**config.mk**
```make
export PLATFORM = sky130hd
export DESIGN_NAME = instr_seq_ctrl
export DESIGN_NICKNAME = d
export VERILOG_FILES = /design/src/rtl/instr_seq_ctrl.sv
export SDC_FILE = /design/constraint.sdc
export NUM_CORES = 1
export LEC_CHECK = 0
export BUFFER_PORTS_ARGS = -buffer_cell sky130_fd_sc_hd__buf_4
export CAP_MARGIN = 0
export CORE_MARGIN = 8
export CORE_UTILIZATION = 44
export CTS_CLUSTER_DIAMETER = 30
export CTS_CLUSTER_SIZE = 28
export DETAILED_ROUTE_END_ITERATION = 10
export PLACE_DENSITY = 0.88
export SYNTH_ARGS = -nofsm -noshare
export SYNTH_HDL_FRONTEND = slang
export SYNTH_SLANG_ARGS = --single-unit
```
**constraint.sdc**
```tcl
create_clock -name clk -period 3.67 [get_ports clk]
set_clock_uncertainty 0.05 [all_clocks]
set_input_delay 0.367 -clock clk [delete_from_list [all_inputs] [get_ports clk]]
set_output_delay 0.367 -clock clk [all_outputs]
set_load 0.03 [all_outputs]
```
**src/rtl/instr_seq_ctrl.sv**
```systemverilog
// Sequencing controller for the instruction register file: round-robin load
// arbitration, circular read/write pointers, occupancy tracking and in-order issue.
module instr_seq_ctrl #(
  parameter int unsigned DEPTH = 32,
  parameter int unsigned PTR_W = 5,
  parameter int unsigned OPC_W = 5,
  parameter int unsigned OPD_W = 4
) (
  input  logic             clk,
  input  logic             reset,
  input  logic             enable,
  input  logic             flush,
  input  logic             a_req,
  input  logic [OPC_W-1:0] a_opc,
  input  logic [OPD_W-1:0] a_opa,
  input  logic [OPD_W-1:0] a_opb,
  output logic             a_gnt,
  input  logic             b_req,
  input  logic [OPC_W-1:0] b_opc,
  input  logic [OPD_W-1:0] b_opa,
  input  logic [OPD_W-1:0] b_opb,
  output logic             b_gnt,
  output logic             load_en,
  output logic [OPC_W-1:0] opcode,
  output logic [OPD_W-1:0] operand_a,
  output logic [OPD_W-1:0] operand_b,
  output logic [PTR_W-1:0] write_pointer,
  output logic [PTR_W-1:0] read_pointer,
  input  logic             valid,
  output logic             issue_valid,
  input  logic             issue_ready,
  output logic             reg_reset_n,
  output logic [PTR_W:0]   count,
  output logic             full,
  output logic             empty,
  output logic             err,
  output logic [1:0]       state
);

  localparam logic [PTR_W:0] FullCount = (PTR_W+1)'(DEPTH);

  typedef enum logic [1:0] {
    StIdle  = 2'd0,
    StRun   = 2'd1,
    StFlush = 2'd2
  } state_e;

  state_e           state_q, state_d;
  logic [PTR_W-1:0] wr_ptr_q, wr_ptr_d;
  logic [PTR_W-1:0] rd_ptr_q, rd_ptr_d;
  logic [PTR_W:0]   count_q, count_d;
  logic             err_q, err_d;
  logic             last_b_q, last_b_d;
  logic             run;
  logic             grant_ok;
  logic             fire;

  assign run      = (state_q == StRun);
  assign full     = (count_q == FullCount);
  assign empty    = (count_q == '0);
  assign grant_ok = run & ~full;

  // On a tie the requester that did not win last time takes the port.
  assign a_gnt   = grant_ok & a_req & (~b_req | last_b_q);
  assign b_gnt   = grant_ok & b_req & (~a_req | ~last_b_q);
  assign load_en = a_gnt | b_gnt;

  assign opcode    = b_gnt ? b_opc : a_opc;
  assign operand_a = b_gnt ? b_opa : a_opa;
  assign operand_b = b_gnt ? b_opb : a_opb;

  assign write_pointer = wr_ptr_q;
  assign read_pointer  = rd_ptr_q;
  assign issue_valid   = run & ~empty & valid;
  assign fire          = issue_valid & issue_ready;

  assign count = count_q;
  assign err   = err_q;
  assign state = state_q;

  // StFlush is the only state with bit 1 set, so this decode is a single flop bit.
  assign reg_reset_n = ~reset & ~state_q[1];

  always_comb begin
    state_d = state_q;
    unique case (state_q)
      StIdle: begin
        if (flush) begin
          state_d = StFlush;
        end else if (enable) begin
          state_d = StRun;
        end
      end
      StRun: begin
        if (flush) begin
          state_d = StFlush;
        end else if (!enable) begin
          state_d = StIdle;
        end
      end
      StFlush: state_d = enable ? StRun : StIdle;
      default: state_d = StIdle;
    endcase
  end

  always_comb begin
    wr_ptr_d = wr_ptr_q;
    rd_ptr_d = rd_ptr_q;
    count_d  = count_q;
    if (state_q == StFlush) begin
      wr_ptr_d = '0;
      rd_ptr_d = '0;
      count_d  = '0;
    end else begin
      if (load_en) begin
        wr_ptr_d = wr_ptr_q + 1'b1;
      end
      if (fire) begin
        rd_ptr_d = rd_ptr_q + 1'b1;
      end
      unique case ({load_en, fire})
        2'b10:   count_d = count_q + 1'b1;
        2'b01:   count_d = count_q - 1'b1;
        default: count_d = count_q;
      endcase
    end
  end

  always_comb begin
    err_d    = err_q | (run & ~empty & ~valid);
    last_b_d = last_b_q;
    if (b_gnt) begin
      last_b_d = 1'b1;
    end else if (a_gnt) begin
      last_b_d = 1'b0;
    end
  end

  always_ff @(posedge clk or posedge reset) begin
    if (reset) begin
      state_q  <= StIdle;
      wr_ptr_q <= '0;
      rd_ptr_q <= '0;
      count_q  <= '0;
      err_q    <= 1'b0;
      last_b_q <= 1'b1;
    end else begin
      state_q  <= state_d;
      wr_ptr_q <= wr_ptr_d;
      rd_ptr_q <= rd_ptr_d;
      count_q  <= count_d;
      err_q    <= err_d;
      last_b_q <= last_b_d;
    end
  end

endmodule

```
==> results_dict.tcl <==
set metrics [dict create \
    rows 20 \
    setup_viol 0 \
    die_w_um 71.45 \
    die_area_um2 5104 \
    drc 0 \
    maxCapViolations 0 \
    final_util 0.6588 \
    max_freq_mhz 323.8 \
    layout_setup_ws_ns 0.5818 \
    status "complete, no violations" \
    grt_pass1_wl_um 6513 \
    vdd.ir_drop.worst_uv 349.5 \
    wl_per_cell_um 17.02 \
    startpoint_type "flip-flop" \
    vias 1334 \
    grt_max_degree 21 \
    worstSetupPathType "reg -> reg" \
    avgSynthCellArea_um2 9.873 \
    synth_cell_types 40 \
    wl_um 4153 \
    swShare 0.4467 \
    p_int_mw 0.5248 \
    antenna_found_initial 0 \
    ctsResizeCount 0 \
    nets 253 \
    pre_cts_slack_ns 0.6271 \
    grt_pass1_vias 1371 \
    htreeDepth 1 \
    coreArea_um2 2978 \
    vias_per_cell 5.467 \
    cts.sinks 20 \
    diodes 0 \
    drt_iter0_drc 30 \
    die_y_um 71.45 \
    synthesis.yosys.warnings 0 \
    grt-ovfl-total 0 \
    power_switching_mw 0.4236 \
    cp-end-kind "flip-flop" \
    path_max_fanout 11 \
    synth_seq_cells 20 \
    fillers 252 \
    seq_area_frac_synth 0.3710 \
    gp_congestion 0.8430 \
    clockPowerShare 0.139 \
    cts_buffers 3 \
    combPwrFrac 0.521 \
    ant_nets 0 \
    cp.required_ns 3.88 \
    finalSetupTns_ns 0 \
    worst_pin_slew_ns 0.7861 \
    syn_area_um2 1353 \
    total_power_mw 0.9484 \
    num_io_pins 73 \
    seq_power_share 0.339 \
    final_hold_viol_count 0 \
    layout_common_cells "buf_4 (73), dfrtp_1 (19), nor2_1 (18)" \
    period_share 0.8415 \
    cts_root_buf "clkbuf_4" \
    io_buffer_count 72 \
    worst_hold_path_type "in -> async" \
    start_util 0.4542 \
    max_slew_margin 0.4748 \
    postCtsSetupBuffers 0 \
    arrival_ns 3.30 \
    synth_cells 137 \
    p_leak_nw 1.036 \
    cts_buffer_depth 2 \
    clk_pin_slew_worst_paths_ns 0.12 \
    syn2layout_area_growth_pct 45.05 \
    drv_slew 0 \
    dpl.cell_count 240 \
    multi_input_area_um2 815.8 \
    power_density_nw_per_um2 483.4 \
    post-dp-hpwl_um 3428 \
    final_common_cell "buf_4" \
    clk_latency_ns 0.31 \
    syn_nets 178 \
    rsz0062_at_grt "false" \
    grtUsageTotal 0.1584 \
    dr.pass1.iters 4 \
    min_period_ns 3.088 \
    cts_tree "done" \
    hold_buffers 0 \
    ff_latch_area_um2 501.7 \
    fin_cells 244 \
    drive_above_1_share 0.4834 \
]
## synth_stat cells, drive strengths merged
cell type | instances | share of area
o2111a | 1 | 0.0083
nor3b | 1 | 0.0056
clkbuf | 1 | 0.0028
nand4 | 4 | 0.018
buf | 2 | 0.0092
a211oi | 1 | 0.0056
and3 | 1 | 0.0046
or2 | 2 | 0.0092
nand3 | 3 | 0.018
a21o | 2 | 0.012
mux2 | 14 | 0.12
dfrtp | 19 | 0.35
inv | 5 | 0.014
mux2i | 3 | 0.022
xnor2 | 4 | 0.031
nor2 | 18 | 0.050
a21oi | 4 | 0.015
a211o | 1 | 0.0065
nand2b | 2 | 0.0092
or3 | 2 | 0.0092
o21ai | 5 | 0.018
xor2 | 7 | 0.045
o211ai | 1 | 0.0056
fa | 1 | 0.015
nor4 | 1 | 0.0046
a31oi | 1 | 0.0046
dfstp | 1 | 0.019
a311oi | 1 | 0.011
ha | 6 | 0.056
nor2b | 3 | 0.014
nand2 | 16 | 0.044
o31ai | 2 | 0.015
or4 | 1 | 0.0083
o2111ai | 1 | 0.019
## flip-flops by register name, summed over array words and instances, names as in the netlist
signal	flops
last_b_q	1
state	2
write_pointer	5
err	1
read_pointer	5
count	6
## power by group through the flow
stage                     clock, mW  sequential (mW)  combinational (mW)
after CTS                     0.136            0.321               0.499
final                         0.132            0.322               0.494
after detailed placement          0            0.325               0.497
after floorplan                   0            0.380               0.256
after global placement            0            0.323               0.483
after global routing          0.145            0.332               0.524
## layout make-up
type                    instances  share of cell area
clock buffers                   4             0.01849
flip-flops and latches         20              0.2557
well taps                      33             0.02105
multi-input cells             109              0.4158
repair buffers                 73              0.2793
inverters                       5            0.009566
## metal layers
layer | track usage | part of all wire | vias to the layer above
met5 | 0 | 0 | -
met4 | 0.04850 | 0.0092 | 0
met3 | 0.06416 | 0.13 | 5
met2 | 0.2704 | 0.46 | 82
met1 | 0.1748 | 0.40 | 615
li1 | - | - | 632
## cells by family (layout without fill, tap and decap cells)
family | Yosys count | in the layout | synth area share
xor gates and xnor gates | 11 | 11 | 0.07679
DFF | 20 | 20 | 0.3710
muxes | 17 | 17 | 0.1388
adders and majority gates | 7 | 7 | 0.07030
AOI/OAI and AO/OA | 20 | 20 | 0.1212
and+or+nand+nor | 54 | 54 | 0.1961
buffers and inverters | 8 | 82 | 0.02590
## path summary, 6_finish.rpt
| check | startpoint | to | slack [ns] | cells after the start |
|---|---|---|---|---|
| max | count[0]$_DFFE_PP0P_ | count[5]$_DFFE_PP0P_ | 0.58 | 10 |
| min | reset | write_pointer[4]$_DFFE_PP0P_ | 0.14 | 2 |
| max reg2reg | count[0]$_DFFE_PP0P_ | count[5]$_DFFE_PP0P_ | 0.58 | 10 |
| min reg2reg | err$_DFF_PP0_ | err$_DFF_PP0_ | 0.43 | 2 |
| max in group asynchronous | reset | read_pointer[2]$_DFFE_PP0P_ | 2.94 | 2 |
| min in group clk | a_req | last_b_q$_DFFE_PP1P_ | 0.18 | 2 |
## through the flow
step	instance area, µm²	hold slack (ns)
after detailed placement	1926	0.4087
after CTS	1962	0.1646
after floorplan	1353	0.2801
final	1962	0.1417
after global placement	1926	0.4026
after global routing	1962	0.1706
## critical path, cell delays in order, from the launching register on
cell and delay [ns]:
dfrtp_1 0.49, nor4_1 0.44, a311oi_2 0.15, buf_4 0.20
nor2_1 0.35, ha_1 0.32, o21ai_0 0.16, o21ai_0 0.29
a21oi_1 0.14, or3_1 0.37, nand3_1 0.07
(Power assumes the default switching activity.)
